File: src/rtl/seg_scan_mux_pkg.sv
// Shared constants and helpers for the four-digit seven-segment scanner.
package seg_pkg;

    localparam int          SEG_DIGITS = 4;
    localparam int          IDX_W      = 2;
    localparam logic [3:0]  ANODE_OFF  = 4'b1111;

    // Active-low one-hot anode pattern for digit slot idx.
    function automatic logic [3:0] anode_sel(input logic [IDX_W-1:0] idx);
        return ~(4'b0001 << idx);
    endfunction

endpackage

File: src/rtl/seg_scan_mux_if.sv
// Display-side bus of the scanner: value/load/blank in, nibble/anodes/ack out.
interface seg_scan_mux_if;

    logic [15:0] value;
    logic        load;
    logic        blank;
    logic [3:0]  nibble;
    logic [3:0]  T;
    logic        load_ack;

    modport master (
        output value, load, blank,
        input  nibble, T, load_ack
    );

    modport slave (
        input  value, load, blank,
        output nibble, T, load_ack
    );

endinterface

File: src/rtl/seg_scan_tick.sv
// Digit-slot prescaler: cnt runs 0..DIV-1, tick is high on the last count.
module seg_scan_tick #(
    parameter int DIV = 4
) (
    input  logic clk,
    input  logic rst,
    output logic tick
);

    localparam int CW = (DIV > 1) ? $clog2(DIV) : 1;

    generate
        if (DIV < 2) begin : g_div_check
            $error("seg_scan_tick: DIV must be at least 2");
        end
    endgenerate

    logic [CW-1:0] cnt;

    assign tick = (cnt == CW'(DIV - 1));

    always_ff @(posedge clk) begin
        if (rst) begin
            cnt <= '0;
        end else if (tick) begin
            cnt <= '0;
        end else begin
            cnt <= cnt + CW'(1);
        end
    end

endmodule

File: src/rtl/seg_scan_mux.sv
// Four-digit time-multiplexed scanner for a common-anode seven-segment display.
// Optional leading-zero blanking is enabled with `define SEG_SCAN_MUX_LZB_EN.
module seg_scan_mux
    import seg_pkg::*;
#(
    parameter int CLK_HZ  = 50_000_000,
    parameter int SCAN_HZ = 1000
) (
    input  logic           clk,
    input  logic           rst,
    seg_scan_mux_if.slave  bus
);

    localparam int DIV = CLK_HZ / SCAN_HZ;

    logic             tick;
    logic [IDX_W-1:0] idx;
    logic [15:0]      shadow;
    logic [15:0]      pend_val;
    logic             pend;
    logic             commit;
    logic             lz_dark;
    logic [3:0]       nibble_r;
    logic [3:0]       t_r;
    logic             ack_r;

    seg_scan_tick #(.DIV(DIV)) u_tick (
        .clk  (clk),
        .rst  (rst),
        .tick (tick)
    );

    assign commit = tick && (idx == 2'd3) && pend;

`ifdef SEG_SCAN_MUX_LZB_EN
    // A slot goes dark when it and every digit above it are zero; digit0 never does.
    always_comb begin
        lz_dark = 1'b0;
        case (idx)
            2'd3:    lz_dark = (shadow[15:12] == 4'h0);
            2'd2:    lz_dark = (shadow[15:8]  == 8'h00);
            2'd1:    lz_dark = (shadow[15:4]  == 12'h000);
            default: lz_dark = 1'b0;
        endcase
    end
`else
    assign lz_dark = 1'b0;
`endif

    always_ff @(posedge clk) begin
        if (rst) begin
            idx      <= '0;
            shadow   <= 16'h0000;
            pend     <= 1'b0;
            pend_val <= 16'h0000;
            nibble_r <= 4'h0;
            t_r      <= ANODE_OFF;
            ack_r    <= 1'b0;
        end else begin
            if (tick) begin
                idx <= idx + 2'd1;
            end

            // The tick cycle forces one clock of dead time between digits.
            nibble_r <= shadow[{idx, 2'b00} +: 4];
            t_r      <= (bus.blank || tick || lz_dark) ? ANODE_OFF : anode_sel(idx);
            ack_r    <= commit;

            if (commit) begin
                shadow <= pend_val;
                pend   <= 1'b0;
            end

            // A load in the commit cycle wins over the clear and becomes the next pending value.
            if (bus.load) begin
                pend_val <= bus.value;
                pend     <= 1'b1;
            end
        end
    end

    assign bus.nibble   = nibble_r;
    assign bus.T        = t_r;
    assign bus.load_ack = ack_r;

endmodule

File: src/flat_wrapper.sv
// flat-port wrapper written by rule: the top's interface ports become plain ports
module seg_scan_mux_flat import seg_pkg::*;
#(
    parameter int CLK_HZ  = 50_000_000,
    parameter int SCAN_HZ = 1000
)
  (clk, rst, bus_value, bus_load, bus_blank, bus_nibble, bus_T, bus_load_ack);
  seg_scan_mux_if bus_i ();
  input  logic clk;
  input  logic rst;
  input wire logic [$bits(bus_i.value)-1:0] bus_value;
  input wire logic [$bits(bus_i.load)-1:0] bus_load;
  input wire logic [$bits(bus_i.blank)-1:0] bus_blank;
  output wire logic [$bits(bus_i.nibble)-1:0] bus_nibble;
  output wire logic [$bits(bus_i.T)-1:0] bus_T;
  output wire logic [$bits(bus_i.load_ack)-1:0] bus_load_ack;
  assign bus_i.value = bus_value;
  assign bus_i.load = bus_load;
  assign bus_i.blank = bus_blank;
  assign bus_nibble = bus_i.nibble;
  assign bus_T = bus_i.T;
  assign bus_load_ack = bus_i.load_ack;
  seg_scan_mux #(.CLK_HZ(CLK_HZ), .SCAN_HZ(SCAN_HZ)) u_core (.clk(clk), .rst(rst), .bus(bus_i));
endmodule
File: config.mk
export PLATFORM = sky130hd
export DESIGN_NAME = seg_scan_mux_flat
export DESIGN_NICKNAME = d
export VERILOG_FILES = /design/src/rtl/seg_scan_mux_pkg.sv /design/src/rtl/seg_scan_mux_if.sv /design/src/rtl/seg_scan_tick.sv /design/src/rtl/seg_scan_mux.sv /design/src/flat_wrapper.sv
export SDC_FILE = /design/constraint.sdc
export NUM_CORES = 1
export LEC_CHECK = 0
export ABC_CLOCK_PERIOD_IN_PS = 3500
export CAP_MARGIN = 20
export CORE_UTILIZATION = 59
export DETAILED_ROUTE_END_ITERATION = 8
export GPL_TIMING_DRIVEN = 0
export HOLD_SLACK_MARGIN = 0.02
export PLACE_DENSITY = 0.84
export SLEW_MARGIN = 0
export SYNTH_ARGS = -nofsm -noshare
export SYNTH_HDL_FRONTEND = slang
export SYNTH_SLANG_ARGS = --single-unit
File: constraint.sdc
create_clock -name clk -period 3.5 [get_ports clk]
set_input_delay 0.7 -clock clk [delete_from_list [all_inputs] [get_ports clk]]
set_output_delay 0.7 -clock clk [all_outputs]
set_load 0.01 [all_outputs]
Word-level counts from Yosys, hierarchy flattened
Index checks and enable logic that the tools add are counted.
- flip-flop bits (word level): 60
- logic and storage cells: 23
- add/subtract/negate cells: 2
- eq/ne operators: 2
- shift operators: 2
- multiplexer cells: 2
- bitwise operators: 1
- reduce and logical (&&, ||, !) cells: 6
- operator list (kind ; count):
    $add 16x1->16 const B ; 1
    $eq 16x16->1 const B ; 1
    $shiftx 16x5->4 ; 1
    $not 4->4 ; 1
    $reduce_or 2->1 ; 2
    $shl 1x2->4 const A ; 1
    $add 2x1->2 const B ; 1
    $eq 2x2->1 const B ; 1
    $logic_and 1x1->1 ; 2
    $mux 1 ; 2
    $reduce_bool 2->1 ; 1
    $logic_or 1x1->1 ; 1

Logic depth before layout (Yosys ltp)
- word-level depth: 5
- mapped depth: 7
- gate-level depth less buffers: 5

By module
A second synthesis with hierarchy kept.
- cells, all modules: 243
- area total of the unflattened synthesis: 2547.4 um^2
- by module, submodules not included (module ; times used ; cells each ; area each (um^2) ; seq. area each (um^2)):
    seg_scan_mux ; 1 ; 162 ; 1836.8 ; 880.8
    seg_scan_tick ; 1 ; 81 ; 710.7 ; 320.3

Least setup slack after synthesis
OpenSTA, ideal clock, no wires.
- path kind: input to register
- from: in bus_load
- to: reg u_core.pend_val[10]
- library setup time: 0.128 ns
- arrival: 1.782 ns
- required time: 3.372 ns
- slack: 1.591 ns
- stages: 4
- cells stage by stage: clkbuf_1 clkbuf_1 mux2i_1 nor2_1
- RTL lines (item ; RTL line ; text):
    start: declaration ; flat_wrapper.sv:12 ; input wire logic [$bits(bus_i.load)-1:0] bus_load;
    end signal: assignment ; seg_scan_mux.sv:76 ; pend_val <= bus.value;
    end: declaration ; seg_scan_mux.sv:19 ; logic [15:0] pend_val;

Worst setup path after layout
- from: reg u_core.u_tick.cnt[11]
- to: reg u_core.u_tick.cnt[14]
- longest elaborated chain between the ends: 2
- ends and longest elaborated chain (item ; RTL line ; text):
    start: declaration ; seg_scan_tick.sv:18 ; logic [CW-1:0] cnt;
    start signal: assignment ; seg_scan_tick.sv:28 ; cnt <= cnt + CW'(1);
    branches (longest 2 deep; another with $add 16x1->16) ; n/a ;
Several ways; the timed one is not identified.
A chain may end at the register's enable or synchronous reset.

==> metrics <==
CTS tree=built; Resized Gates After CTS=0; Setup TNS Final=0 ns; grt total ovfl=0; worst r2r dst=u_core.u_tick.cnt[14]; vias=1780; maximum fanout along the worst path=10; placed cell count=318; met3 Track Usage GR=0.103; Netlist Area Pre-Place=2420 um^2; Fin. Hold Viols=0; Max Cap Violations=0; syn nets=268; crit path kind=flip-flop to flip-flop; total die area=4360 um^2; Rel. slew slack=0.487; total power draw=0.00136 W; # DRC=0; Seq pwr share=0.521; Die W=66.0 um; Fillers=275; Logic pwr share=0.053; final WL=4600 um; dpl ws=1.10 ns; Synth Warn #=0; chip height=66.0 um; post-synthesis cell type count=29; final instance area=2930 um^2; WHS Endpoint=u_core.shadow[10]; HP Start=u_core.pend_val[10]; Cell Int Power=0.00106 W; final setup violation count=0; Req. time, crit path=3.72 ns; placed cell area=2750 um^2; clock tree root buffer cell=clkbuf_8; Startpoint Class=flip-flop; crit path capture type=flip-flop; # clock sinks=60; Worst Hold Depth=2; clock transition at the registers of the reported paths=0.07 ns; fin cells=334; global-route wire length before repair=7780 um; IR drop worst, VDD=0.000429 V; Synth Instances=243; Core ar.=3800 um^2; Final #Nets=306; Hold Crit Class=flip-flop to flip-flop; final setup margin=1.36 ns; share of cells above drive strength 1=0.0839; Starting DRT DRC Count=60; Clock Latency Late Sink=0.34 ns; sequential fraction of the synthesis area=0.497; switching pwr=0.000300 W; Most Crowded Layer GR=met2; H-Tree Depth=3; GRT Total Usage=0.251; Clock Skew=0.00684 ns; routing usage on met1=0.316; WL per Instance=13.8 um; Tcrit/Tclk final=0.612; FMAX=0.467 GHz; synth-to-layout area growth=21.3%; vias in the first global route=1666; clock buffer depth=2; r2r worst-path depth=4; P per Cell Area=464 nW/um^2; Site Rows=22; DRT Pass-1 Iters=4; Sw Share=0.220; largest net degree at the start of global routing=11; Reg2Reg Setup Slack=1.36 ns; Initial Util=0.636; n_diodes=0; Via density=5.33; number of synthesized register bits=60; max-slew violation count=0; DP HPWL=3170 um; status=finished, final reports clean; EDFF count, synth=0; antenna violations before repair=0; Post-Syn Area per Cell=9.95 um^2; Async SR Flop Fraction=0; antenna-violating nets left=0; min cycle time layout=2.14 ns; cts bufs inserted=9; GR Util met2=0.379; postcts setup bufs=0; clock power share=0.426; Worst Tran Pin Value=0.769 ns; io pins=29; Port Buffers=27; LEAKAGE=1.07 nW; hold buffers post-CTS=0; main flop type after synthesis=dfxtp_1; Critical Path Start=u_core.u_tick.cnt[11]; unrepaired setup endpoints after global routing=no; Crit Reg-Reg Startpoint=u_core.u_tick.cnt[11]; gp weighted congestion=0.833; critical path arrival=2.36 ns
critical path, stage by stage (launching register included):
cell,delay (ns)
dfxtp_1,0.36
or4_4,0.57
o41ai_2,0.63
buf_2,0.36
nor2_1,0.10
cell families after synthesis:
| group | Yosys count | synth area share |
|---|---|---|
| AOI/OAI and AO/OA | 9 | 0.0254 |
| xor gates and xnor gates | 12 | 0.0435 |
| adders and majority gates | 5 | 0.0259 |
| buffers and inverters | 19 | 0.0399 |
| DFF | 60 | 0.497 |
| muxes | 37 | 0.174 |
| and+or+nand+nor | 101 | 0.195 |
per-layer routing:
metal	part of all wire	routed length [um]
met2	0.46	2120
met1	0.47	2170
met5	0	0
met3	0.047	218
met4	0.018	82
power by group through the flow:
stage          Clock [W]  Sequential [W]  Combinational [W]
6_report        0.000580        0.000708          0.0000723
5_1_grt         0.000626        0.000709          0.0000801
4_1_cts         0.000592        0.000708          0.0000730
3_5_place_dp           0        0.000723          0.0000723
3_3_place_gp           0        0.000722          0.0000696
2_1_floorplan          0        0.000720          0.0000399
worst max-delay path by stage:
stage	end	slack (ns)	depth (start not counted)
finish	u_core.u_tick.cnt[14]	1.36	4
global route	u_core.u_tick.cnt[14]	1.22	4
CTS	u_core.u_tick.cnt[14]	1.34	4
detailed placement	u_core.shadow[15]	1.10	6
global placement	u_core.shadow[14]	1.10	6
floorplan	u_core.pend_val[10]	1.59	4
cells in the mapped netlist (all sizes together), types with 4 or more instances:
cell / instances / area [um^2]
mux2i: 33 / 330
and2: 5 / 31.3
nand2: 39 / 146
mux4: 4 / 90.1
inv: 6 / 22.5
clkbuf: 10 / 37.5
nand3: 6 / 30.0
dfxtp: 60 / 1200
nor2: 32 / 120
ha: 5 / 62.6
nor4: 5 / 46.3
xnor2: 9 / 78.8
sequential cells by signal, indices dropped and copies added (netlist names):
register / flops
u_core.bus.nibble: 4
u_core.pend_val: 16
u_core.u_tick.cnt: 16
u_core.idx: 2
u_core.bus.load_ack: 1
u_core.shadow: 16
u_core.bus.T: 4
u_core.pend: 1
layout make-up:
cell class                      instances  area [um^2]  share of cell area
Tap cell                               48         60.1              0.0205
Clock inverter                          5         52.6              0.0179
Clock buffer                           11          131              0.0448
Multi-Input combinational cell        164         1120               0.382
Buffer                                 13         73.8              0.0252
Sequential cell                        60         1200               0.410
Inverter                                6         22.5             0.00768
Timing Repair Buffer                   27          270              0.0922
metrics by stage:
step	hold slack, ns	utilization
finish	0.452	0.772
global route	0.476	0.772
CTS	0.457	0.772
detailed placement	0.446	0.723
global placement	0.439	0.723
floorplan	0.430	-
placed cells by master (no fill, tap or decap), drive strengths merged:
cell type      instances
nand3                  6
o41ai                  1
clkbuf                21
mux2i                 33
inv                    6
mux4                   4
xor2                   3
a21boi                 1
dfxtp                 60
bufinv                 1
nor3                   3
a21oi                  3
clkinvlp               1
o21ai                  3
and3                   2
buf                    3
and2                   5
o21a                   1
nand4bb                1
or3                    3
xnor2                  9
nand4b                 1
nand2                 39
nor4                   5
nand4                  3
clkdlybuf4s50         27
clkinv                 3
nor2                  32
or4                    1
ha                     5
Note: power is estimated with default switching activity, not from simulation.
